===== src/rtl/rapcore_spi_host.sv =====
`default_nettype none
// ============================================================================
// Module      : rapcore_spi_host
// Description : Wishbone-controlled SPI mode-0 host issuing 32-bit words to
//               the rapcore responder. Optional interrupt output is enabled
//               by defining RAPCORE_SPI_HOST_IRQ_EN.
// Revision    : 1.0 - initial release
// ============================================================================
module rapcore_spi_host #(
    parameter int DIV_BITS = 8
) (
    input  logic        wb_clk_i,
    input  logic        wb_rst_i,
    input  logic        wbs_stb_i,
    input  logic        wbs_cyc_i,
    input  logic        wbs_we_i,
    input  logic [3:0]  wbs_sel_i,
    input  logic [31:0] wbs_adr_i,
    input  logic [31:0] wbs_dat_i,
    output logic        wbs_ack_o,
    output logic [31:0] wbs_dat_o,
    output logic        spi_sck_o,
    output logic        spi_cs_o,
    output logic        spi_copi_o,
    input  logic        spi_cipo_i,
    output logic        irq_o
);

    localparam logic [1:0] c_ADR_CTRL   = 2'd0;
    localparam logic [1:0] c_ADR_STATUS = 2'd1;
    localparam logic [1:0] c_ADR_TXDATA = 2'd2;
    localparam logic [1:0] c_ADR_RXDATA = 2'd3;
    localparam logic [5:0] c_WORD_BITS  = 6'd32;

    typedef enum logic [1:0] {
        c_IDLE  = 2'd0,
        c_SETUP = 2'd1,
        c_HIGH  = 2'd2,
        c_LOW   = 2'd3
    } state_t;

    // Bus-side registers
    logic                r_ack;
    logic [31:0]         r_dat;
    logic [DIV_BITS-1:0] r_clkdiv;
    logic                r_cs_hold;
    logic                r_rx_valid;
    logic                r_overrun;
    logic [31:0]         r_rxdata;

    // Transfer engine registers and their next values
    state_t              r_state,  w_state_nxt;
    logic [DIV_BITS-1:0] r_cnt,    w_cnt_nxt;
    logic [DIV_BITS-1:0] r_div,    w_div_nxt;
    logic [5:0]          r_bits,   w_bits_nxt;
    logic [31:0]         r_tx,     w_tx_nxt;
    logic [31:0]         r_rx,     w_rx_nxt;
    logic                r_cs,     w_cs_nxt;
    logic                r_sck,    w_sck_nxt;
    logic                w_done;

    logic        w_req, w_wr, w_rd;
    logic        w_ctrl_wr, w_stat_wr, w_tx_start, w_rx_rd;
    logic        w_cs_hold_nxt;
    logic        w_busy;
    logic        w_irq_en;
    logic [31:0] w_ctrl;
    logic [31:0] w_rdata;
    logic        w_unused;

    assign w_req      = wbs_cyc_i & wbs_stb_i & ~r_ack;
    assign w_wr       = w_req & wbs_we_i;
    assign w_rd       = w_req & ~wbs_we_i;
    assign w_ctrl_wr  = w_wr & (wbs_adr_i[3:2] == c_ADR_CTRL);
    assign w_stat_wr  = w_wr & (wbs_adr_i[3:2] == c_ADR_STATUS);
    assign w_rx_rd    = w_rd & (wbs_adr_i[3:2] == c_ADR_RXDATA);
    assign w_busy     = (r_state != c_IDLE);
    assign w_tx_start = w_wr & (wbs_adr_i[3:2] == c_ADR_TXDATA) & ~w_busy;

    assign w_cs_hold_nxt = (w_ctrl_wr && wbs_sel_i[1]) ? wbs_dat_i[8] : r_cs_hold;

    assign w_unused = ^{wbs_adr_i[31:4], wbs_adr_i[1:0], wbs_sel_i[3:2]};

    always_comb begin
        w_ctrl              = '0;
        w_ctrl[DIV_BITS-1:0] = r_clkdiv;
        w_ctrl[8]           = r_cs_hold;
        w_ctrl[9]           = w_irq_en;
        w_rdata             = '0;
        case (wbs_adr_i[3:2])
            c_ADR_CTRL:   w_rdata = w_ctrl;
            c_ADR_STATUS: w_rdata = {29'd0, r_overrun, r_rx_valid, w_busy};
            c_ADR_RXDATA: w_rdata = r_rxdata;
            default:      w_rdata = '0;
        endcase
    end

    always_ff @(posedge wb_clk_i) begin
        if (wb_rst_i) begin
            r_ack      <= 1'b0;
            r_dat      <= '0;
            r_clkdiv   <= '0;
            r_cs_hold  <= 1'b0;
            r_rx_valid <= 1'b0;
            r_overrun  <= 1'b0;
            r_rxdata   <= '0;
        end else begin
            r_ack     <= w_req;
            r_dat     <= w_rd ? w_rdata : 32'd0;
            r_cs_hold <= w_cs_hold_nxt;
            if (w_ctrl_wr && wbs_sel_i[0]) begin
                r_clkdiv <= wbs_dat_i[DIV_BITS-1:0];
            end
            if (w_done) begin
                r_rxdata <= r_rx;
            end
            // Completion beats a same-cycle RXDATA read, and that read
            // suppresses the overrun it would otherwise cause.
            if (w_done) begin
                r_rx_valid <= 1'b1;
            end else if (w_rx_rd) begin
                r_rx_valid <= 1'b0;
            end
            if (w_done && r_rx_valid && !w_rx_rd) begin
                r_overrun <= 1'b1;
            end else if (w_stat_wr && wbs_dat_i[2]) begin
                r_overrun <= 1'b0;
            end
        end
    end

    always_ff @(posedge wb_clk_i) begin
        if (wb_rst_i) begin
            r_state <= c_IDLE;
            r_cnt   <= '0;
            r_div   <= '0;
            r_bits  <= '0;
            r_tx    <= '0;
            r_rx    <= '0;
            r_cs    <= 1'b1;
            r_sck   <= 1'b0;
        end else begin
            r_state <= w_state_nxt;
            r_cnt   <= w_cnt_nxt;
            r_div   <= w_div_nxt;
            r_bits  <= w_bits_nxt;
            r_tx    <= w_tx_nxt;
            r_rx    <= w_rx_nxt;
            r_cs    <= w_cs_nxt;
            r_sck   <= w_sck_nxt;
        end
    end

    always_comb begin
        w_state_nxt = r_state;
        w_cnt_nxt   = r_cnt;
        w_div_nxt   = r_div;
        w_bits_nxt  = r_bits;
        w_tx_nxt    = r_tx;
        w_rx_nxt    = r_rx;
        w_cs_nxt    = r_cs;
        w_sck_nxt   = r_sck;
        w_done      = 1'b0;
        unique case (r_state)
            c_IDLE: begin
                w_sck_nxt = 1'b0;
                // Idle CS only ever releases; it asserts solely with a transfer.
                w_cs_nxt  = r_cs | ~w_cs_hold_nxt;
                if (w_tx_start) begin
                    w_state_nxt = c_SETUP;
                    w_cnt_nxt   = r_clkdiv;
                    w_div_nxt   = r_clkdiv;
                    w_tx_nxt    = wbs_dat_i;
                    w_bits_nxt  = '0;
                    w_cs_nxt    = 1'b0;
                end
            end
            c_SETUP, c_LOW: begin
                if (r_cnt != '0) begin
                    w_cnt_nxt = r_cnt - 1'b1;
                end else if (r_state == c_LOW && r_bits == c_WORD_BITS) begin
                    w_state_nxt = c_IDLE;
                    w_cs_nxt    = ~r_cs_hold;
                    w_done      = 1'b1;
                end else begin
                    w_state_nxt = c_HIGH;
                    w_cnt_nxt   = r_div;
                    w_sck_nxt   = 1'b1;
                    w_rx_nxt    = {r_rx[30:0], spi_cipo_i};
                    w_bits_nxt  = r_bits + 6'd1;
                end
            end
            c_HIGH: begin
                if (r_cnt != '0) begin
                    w_cnt_nxt = r_cnt - 1'b1;
                end else begin
                    w_state_nxt = c_LOW;
                    w_cnt_nxt   = r_div;
                    w_sck_nxt   = 1'b0;
                    w_tx_nxt    = {r_tx[30:0], 1'b0};
                end
            end
            default: begin
                w_state_nxt = c_IDLE;
            end
        endcase
    end

`ifdef RAPCORE_SPI_HOST_IRQ_EN
    logic r_irq_en;
    logic r_irq;

    always_ff @(posedge wb_clk_i) begin
        if (wb_rst_i) begin
            r_irq_en <= 1'b0;
            r_irq    <= 1'b0;
        end else begin
            if (w_ctrl_wr && wbs_sel_i[1]) begin
                r_irq_en <= wbs_dat_i[9];
            end
            r_irq <= r_irq_en & r_rx_valid;
        end
    end

    assign w_irq_en = r_irq_en;
    assign irq_o    = r_irq;
`else
    assign w_irq_en = 1'b0;
    assign irq_o    = 1'b0;
`endif

    assign wbs_ack_o  = r_ack;
    assign wbs_dat_o  = r_dat;
    assign spi_sck_o  = r_sck;
    assign spi_cs_o   = r_cs;
    assign spi_copi_o = r_tx[31];

endmodule
`default_nettype wire


===== config.mk =====
export PLATFORM = sky130hd
export DESIGN_NAME = rapcore_spi_host
export DESIGN_NICKNAME = d
export VERILOG_FILES = /design/src/rtl/rapcore_spi_host.sv
export SDC_FILE = /design/constraint.sdc
export NUM_CORES = 1
export LEC_CHECK = 0
export BUFFER_PORTS_ARGS = -buffer_cell sky130_fd_sc_hd__buf_2
export CAP_MARGIN = 20
export CORE_AREA = 8 8 167 129
export DETAILED_ROUTE_END_ITERATION = 12
export DIE_AREA = 0 0 175 137
export HOLD_SLACK_MARGIN = 0.08
export PLACE_DENSITY = 0.52
export REMOVE_ABC_BUFFERS = 1
export SYNTH_ARGS = -nofsm -noshare
export SYNTH_HDL_FRONTEND = slang
export SYNTH_SLANG_ARGS = --single-unit

===== constraint.sdc =====
create_clock -name wb_clk_i -period 6.45 [get_ports wb_clk_i]
set_input_delay 0.645 -clock wb_clk_i [delete_from_list [all_inputs] [get_ports wb_clk_i]]
set_output_delay 0.645 -clock wb_clk_i [all_outputs]
set_load 0.01 [all_outputs]

==> results of run 1 <==
==> worst max-delay path, stage by stage, from the launching register on <==
cell,delay [ps]
dfxtp_1,530
nand4_1,230
nor2_1,580
nand3_2,740
a221oi_1,540
a21oi_1,110
==> routing by layer <==
metal / global-route usage (%) / up-vias / part of all wire, %
met5: 0 / - / 0.20
met4: 3.76 / 4 / 1.0
met3: 4.38 / 14 / 5.0
met2: 18.8 / 92 / 41
met1: 17.6 / 2307 / 52
li1: - / 2612 / -
==> flip-flops by register name, indices dropped and copies added, names as in the netlist <==
register    cells
r_bits          6
r_clkdiv        8
r_tx           32
r_rx_valid      1
r_div           8
wbs_dat_o      32
r_cnt           8
r_rx           32
wbs_ack_o       1
spi_cs_o        1
r_rxdata       32
spi_sck_o       1
r_state         2
r_cs_hold       1
r_overrun       1
==> cells in the final DEF (no fill, tap or decap), types with 5 or more instances in the layout <==
cell	netlist	layout
mux2i_1	41	41
nand2_1	161	160
a21oi_1	81	81
clkbuf_16	0	17
a211oi_1	32	32
buf_4	1	9
a311oi_2	6	6
o211ai_1	5	5
dfxtp_1	166	166
o21ai_0	7	7
a22oi_1	9	9
inv_1	7	7
buf_2	13	76
nor2_1	75	75
and2_1	23	23
==> where the power goes <==
group	total (mW)	switching [mW]	internal (mW)
combinational	0.176	0.110	0.0667
clock	0.964	0.408	0.555
sequential	1.06	0.0173	1.04
total	2.20	0.535	1.66
==> per-stage QoR <==
step           util (%)  power (mW)  instance area, µm²  hold WS [ps]
3_5_place_dp       37.0        1.26                7030           442
6_report           39.9        2.20                7590           447
3_3_place_gp       37.0        1.26                7030           439
2_1_floorplan         -        1.19                6240           426
5_1_grt            39.9        2.30                7590           453
4_1_cts            39.9        2.23                7590           448
==> cell type report <==
type | count | share of cell area (%)
well taps | 253 | 4.17
flip-flops and latches | 166 | 43.8
repair buffers | 85 | 5.90
inverters | 7 | 0.346
clock inverters | 9 | 1.22
clock buffers | 23 | 6.17
multi-input cells | 509 | 38.4
==> path summary, 6_finish.rpt <==
path	slack [ps]	cells after the start	end	from
worst max-delay path	3590	5	spi_cs_o	r_state[0]
worst min-delay path	450	2	r_rxdata[15]	r_rxdata[15]
worst max register to register	3590	5	spi_cs_o	r_state[0]
worst min register to register	450	2	r_rxdata[15]	r_rxdata[15]
==> cells by family after synthesis <==
family / share of synthesized area [%]
compound gates: 15.7
buf+inv: 3.96
fa+ha+maj: 0.773
mux: 7.04
simple gates: 20.3
flops: 51.4
other cells: 0.0579
xor+xnor: 0.812
==> results.yml, run 1 <==
cts:
  root_buffer: "clkbuf_16"
  cts-hold-fix-buffers: 0
  htree_levels: 4
  numCtsBuffers: 17
  clockBufferDepth: 2
  clock-sinks: 166
  ctsResizeCount: 0
  clk-insertion-delay-late_ps: 420
  post_cts_buffers: 0
  clkTransAtPathRegs_ps: 60
  cts_tree: "built"
logic_synthesis:
  synth-main-ff-cell: "dfxtp_1"
  ys_types: 51
  synth_seq_cells: 166
  synth_edf_count: 0
  syn_avg_cell_area_um2: 8.79
  synth.most_common_cell: "dfxtp_1"
  syn_inst: 736
  ys_warn_count: 0
  yosysTopAreaCellShare_pct: 51.4
  yosysTopAreaCell: "dfxtp_1"
  async_flop_share_pct: 0
  netlist_area_um2: 6470
  seq_area_frac_synth_pct: 51.4
  ys_top_cells_by_count: "166 x dfxtp_1, 161 x nand2_1, 81 x a21oi_1"
  netlist_top_cells_area: "dfxtp_1 51%, nand2_1 9.3%, mux2i_1 6.3%"
pwr:
  power_density_nw_per_um2: 290
  p_leak_nw: 2.89
  peakVddDrop_mv: 0.139
worst_hold_path:
  hold_class: "reg -> reg"
placement:
  place_inst: 1020
  hpwl_mm: 9.68
  place_congestion: 0.748
  post-place-ws_ps: 3580
  port_buffers: 77
final_layout:
  area_growth_pct: 17.2
  n_antenna_cell: 0
  multi_input_area_um2: 2910
  final_cells: 1052
  fin_nets: 864
  drive_gt1_share_pct: 16.9
  seqCellArea_um2: 3320
  nFillCells: 1963
floorplan:
  start_util_pct: 34.1
  core_area_um2: 19000
  io_pins: 111
  fp-row-count: 44
  die_area_um2: 24000
  chipWidth_um: 175
  die_y_um: 137
global_route:
  grt_usage_pct: 12.9
  grt_pass1_vias: 4813
  antenna_found_initial: 2
  overflow: 0
  grt_pass1_wl_mm: 24.9
  grt_max_degree: 75
timing:
  finalClockSkew_ps: 10.0
  max_slew.worst_pin.slew_ps: 1020
  setup_violations: 0
  relSlewSlack_pct: 31.6
  finalSetupTns_ps: 0
  worst_slack_ps: 3590
  slew_viol_final: 0
  rsz0062_at_grt: "false"
  period_share_pct: 44.3
  hold_viol: 0
  fin_crit_ps: 2860
  max_freq_ghz: 0.350
drt:
  ant_nets: 0
  firstDrtPassIters: 5
  routed_via_density: 4.78
  initialDrtViolationCount: 334
  drc: 0
  wl_per_cell_um: 14.2
  wirelength_mm: 14.9
  vias: 5029
setup_path:
  crit_required_ps: 6750
  worstPathArrival_ps: 3150
  start_kind: "flop"
  path_max_fanout: 35
  worstSetupPathType: "reg -> reg"
  critPathCaptureType: "flop"
status:
  outcome: "complete, no violations"
job:
  cap_violations: 0
Power figures use the tool's default switching activity.
==> run 2, diff against run 1 <==
==> constraint.sdc (replaced) <==
create_clock -name wb_clk_i -period 2.7 [get_ports wb_clk_i]
set_input_delay 0.27 -clock wb_clk_i [delete_from_list [all_inputs] [get_ports wb_clk_i]]
set_output_delay 0.27 -clock wb_clk_i [all_outputs]
set_load 0.01 [all_outputs]
==> results.yml, run 2 (same netlist as run 1, synthesis figures left out) <==
placement:
  placed_area_um2: 7120
  port_buffers: 77
  place_congestion: 0.754
  hpwl_mm: 10.0
setup_path:
  cpPeakStageDelay_ps: 520
  path_max_fanout: 6
  start_kind: "flop"
  crit_required_ps: 3010
  path_cells: "inv_1 -> ha_1 -> or4bb_1 -> nor2_1 -> nor2_1 -> nor3b_1 -> mux2_2"
  worstSetupPathType: "reg -> reg"
  cp-startpoint: "r_cnt[1]"
  path_common_cell: "nor2_1"
  cp_slowest_cell: "or4bb_1"
  critPathCaptureType: "flop"
  r2r-start: "r_cnt[1]"
  r2r_slack_ps: 350
  path_delay_family: "simple AND/OR/NAND/NOR gates"
  r2r_end: "r_bits[2]"
  worstPathArrival_ps: 2660
  crit_buf_inv: 1
  r2r_cells: 7
final_layout:
  drive_gt1_share_pct: 18.5
  final_cell_mix: "166 x dfxtp_1, 160 x nand2_1, 81 x a21oi_1, 76 x buf_2, 75 x nor2_1"
  layout_commonest_cell: "dfxtp_1"
  n_antenna_cell: 0
  final_area_um2: 7720
  fin_nets: 878
  final_util_pct: 40.6
  area_growth_pct: 19.3
floorplan:
  die_y_um: 137
  start_util_pct: 34.1
  chipWidth_um: 175
  io_pins: 111
  die_area_um2: 24000
  core_area_um2: 19000
  fp-row-count: 44
cts:
  numCtsBuffers: 17
  cts_tree: "built"
  clockBufferDepth: 2
  ctsResizeCount: 0
  clk-insertion-delay-late_ps: 420
  cts-hold-fix-buffers: 2
  clkTransAtPathRegs_ps: 70
  htree_levels: 4
  clock-sinks: 166
  root_buffer: "clkbuf_16"
  post_cts_buffers: 0
pwr:
  p_leak_nw: 2.98
  power_density_nw_per_um2: 692
  peakVddDrop_mv: 0.355
drt:
  initialDrtViolationCount: 309
  wl_per_cell_um: 14.3
  firstDrtPassIters: 4
  drc: 0
  ant_nets: 0
  wirelength_mm: 15.2
  routed_via_density: 4.79
  vias: 5104
status:
  outcome: "complete, no violations"
timing:
  setup_violations: 0
  max_slew.worst_pin.slew_ps: 543
  rsz0062_at_grt: "false"
  slew_viol_final: 0
  period_share_pct: 87.1
  fin_crit_ps: 2350
  hold_viol: 0
  finalSetupTns_ps: 0
  finalClockSkew_ps: 11.7
  max_freq_ghz: 0.425
  relSlewSlack_pct: 63.8
global_route:
  grt_max_degree: 65
  gr-usage-met2_pct: 19.5
  grt_usage_pct: 13.1
  top_usage_layer: "met2"
  grtUsageMet1_pct: 17.5
  antenna_found_initial: 0
  overflow: 0
  grt_pass1_wl_mm: 25.3
  grt_pass1_vias: 4984
  use_met3_pct: 3.97
worst_hold_path:
  min_from: "wbs_dat_i[4]"
  min_to: "r_clkdiv[4]"
  holdPathStages: 3
  hold_class: "in -> reg"
job:
  cap_violations: 0
run 2: where the power goes:
group | leakage, nW | internal [mW] | switching, mW | total (mW)
clock network | 0.282 | 1.33 | 1.03 | 2.36
registers | 1.34 | 2.49 | 0.0398 | 2.53
logic | 1.36 | 0.179 | 0.270 | 0.449
run 2: how the worst max path moves through the flow:
stage	endpoint	slack, ps	cells past startpoint
after global placement	r_bits[2]	390	7
after detailed placement	r_rxdata[11]	380	7
final	r_bits[2]	350	7
after CTS	r_bits[2]	350	7
after floorplan	r_cnt[6]	-340	7
after global routing	r_bits[2]	210	7
run 2: worst min-delay path, cell delays in order:
cell     delay, ps
buf_2          110
nand2_1         50
a21oi_1         50
run 2: area by class of cell:
cell class,instances,area [µm²]
clock buffers,19,453
clock inverters,13,120
fillers,1950,11300
inverters,7,26.3
multi-input cells,509,2910
flip-flops and latches,166,3320
well taps,253,317
repair buffers,99,571
run 2: layer usage:
layer	vias to the layer above	part of all wire [%]	routed length, µm
met5	-	0	0
met4	0	1.1	163
met3	10	4.8	728
met2	83	42	6340
met1	2371	52	7970
li1	2640	-	-
run 2: through the flow:
stage | hold slack (ps) | power (mW) | instances | worst slack, ps
2_1_floorplan | 335 | 2.85 | 682 | -342
3_3_place_gp | 438 | 3.03 | 1032 | 395
5_1_grt | 89.9 | 5.57 | 1066 | 208
4_1_cts | 83.1 | 5.42 | 1066 | 351
3_5_place_dp | 440 | 3.03 | 1032 | 384
6_report | 106 | 5.34 | 1066 | 347
==> run 3, diff against run 2 <==
--- a/config.mk
+++ b/config.mk
@@ -7,11 +7,11 @@
 export LEC_CHECK = 0
 export BUFFER_PORTS_ARGS = -buffer_cell sky130_fd_sc_hd__buf_2
 export CAP_MARGIN = 20
-export CORE_AREA = 8 8 167 129
+export CORE_AREA = 2 2 142 109
 export DETAILED_ROUTE_END_ITERATION = 12
-export DIE_AREA = 0 0 175 137
+export DIE_AREA = 0 0 144 111
 export HOLD_SLACK_MARGIN = 0.08
-export PLACE_DENSITY = 0.52
+export PLACE_DENSITY = 0.65
 export REMOVE_ABC_BUFFERS = 1
 export SYNTH_ARGS = -nofsm -noshare
 export SYNTH_HDL_FRONTEND = slang
==> results.yml, run 3 (same netlist as run 1, synthesis figures left out) <==
status:
  outcome: "complete, no violations"
setup_path:
  worstPathArrival_ps: 2800
  start_kind: "flop"
  worstSetupPathType: "reg -> reg"
  crit_required_ps: 3030
  path_max_fanout: 9
  r2r_cells: 8
  critPathCaptureType: "flop"
global_route:
  grt_pass1_wl_mm: 23.7
  antenna_found_initial: 1
  overflow: 0
  grt_usage_pct: 18.6
  grt_pass1_vias: 4769
  grt_max_degree: 65
timing:
  finalClockSkew_ps: 12.0
  fin_crit_ps: 2470
  hold_viol: 0
  rsz0062_at_grt: "false"
  slew_viol_final: 0
  finalSetupTns_ps: 0
  max_freq_ghz: 0.405
  period_share_pct: 91.4
  whs_ps: 107
  max_slew.worst_pin.slew_ps: 839
  relSlewSlack_pct: 43.9
  worst_slack_ps: 233
  setup_violations: 0
final_layout:
  drive_gt1_share_pct: 18.2
  final_cell_mix: "166 x dfxtp_1, 160 x nand2_1, 81 x a21oi_1, 76 x buf_2, 75 x nor2_1"
  area_growth_pct: 18.7
  final_util_pct: 52.0
  seqCellArea_um2: 3320
  n_antenna_cell: 0
  layout_commonest_cell: "dfxtp_1"
  nFillCells: 1379
  fin_nets: 874
  multi_input_area_um2: 2910
drt:
  firstDrtPassIters: 4
  routed_via_density: 5.11
  drc: 0
  initialDrtViolationCount: 372
  vias: 5174
  wl_per_cell_um: 14.2
  wirelength_mm: 14.4
  ant_nets: 0
pwr:
  p_int_mw: 4.17
  p_leak_nw: 2.99
  seq_power_share_pct: 45.9
  comb_power_share_pct: 7.9
  peakVddDrop_mv: 0.544
  power_density_nw_per_um2: 719
  clock_power_share_pct: 46.2
  p_sw_mw: 1.35
  p_sw_share_pct: 24.4
cts:
  root_buffer: "clkbuf_16"
  clk-insertion-delay-late_ps: 420
  clock-sinks: 166
  cts-hold-fix-buffers: 0
  numCtsBuffers: 17
  ctsResizeCount: 0
  post_cts_buffers: 0
  cts_tree: "built"
  clockBufferDepth: 2
  clkTransAtPathRegs_ps: 70
  htree_levels: 4
floorplan:
  die_area_um2: 16000
  io_pins: 111
  core_area_um2: 14800
  fp-row-count: 39
  start_util_pct: 43.8
  chipWidth_um: 144
  die_y_um: 111
placement:
  place_congestion: 0.853
  hpwl_mm: 9.67
  post-place-ws_ps: 205
  port_buffers: 77
worst_hold_path:
  holdPathStages: 3
  hold_class: "in -> reg"
job:
  cap_violations: 0
[run 3: cell count changes in the layout (fill, tap and decap cells not counted), sizes merged]
| cell | delta |
|---|---|
| bufinv | +2 |
| inv | +4 |
| dlygate4sd3 | -2 |
| buf | -2 |
| clkinv | -6 |
| clkbuf | -1 |
[run 3: area by class of cell]
class,count,area share (%)
clock inverter,13,2.35
multi-input combinational,509,37.9
clock buffer,18,5.72
sequential,166,43.3
tap,205,3.34
timing repair buffer,95,7.13
inverter,7,0.342
[run 3: power groups by stage]
stage	logic [mW]	clock network, mW	registers, mW
after floorplan	0.276	0	2.57
after global routing	0.485	2.69	2.54
after detailed placement	0.436	0	2.59
after CTS	0.438	2.59	2.53
after global placement	0.425	0	2.59
final	0.437	2.55	2.53
[run 3: per-layer routing]
layer | track usage, % | part of all wire [%] | up-vias
met2 | 27.7 | 43 | 120
met1 | 26.6 | 50 | 2410
met4 | 4.84 | 1.2 | 0
li1 | - | - | 2630
met3 | 5.27 | 6.2 | 14
met5 | 0 | 0 | -
[run 3: path summary, 6_finish.rpt]
path	start	to	slack, ps
setup / recovery	r_cnt[0]	r_cnt[5]	230
hold / removal	spi_cipo_i	r_rx[0]	110
setup reg to reg	r_cnt[0]	r_cnt[5]	230
hold reg to reg	r_rxdata[15]	wbs_dat_o[15]	450
[run 3: through the flow]
step           power (mW)  area [µm²]  instances
6_report             5.52        7680       1013
5_1_grt              5.71        7680       1013
4_1_cts              5.56        7680       1013
3_5_place_dp         3.02        7060        982
3_3_place_gp         3.01        7060        982
2_1_floorplan        2.85        6240        682
[run 3: worst max-delay path: stages (launching register included)]
cell and delay, ps:
dfxtp_1 460, inv_1 110, ha_1 250, or3b_2 250
nor4_4 60, nor2b_1 650, buf_4 300, nor2_1 70
a311oi_2 230
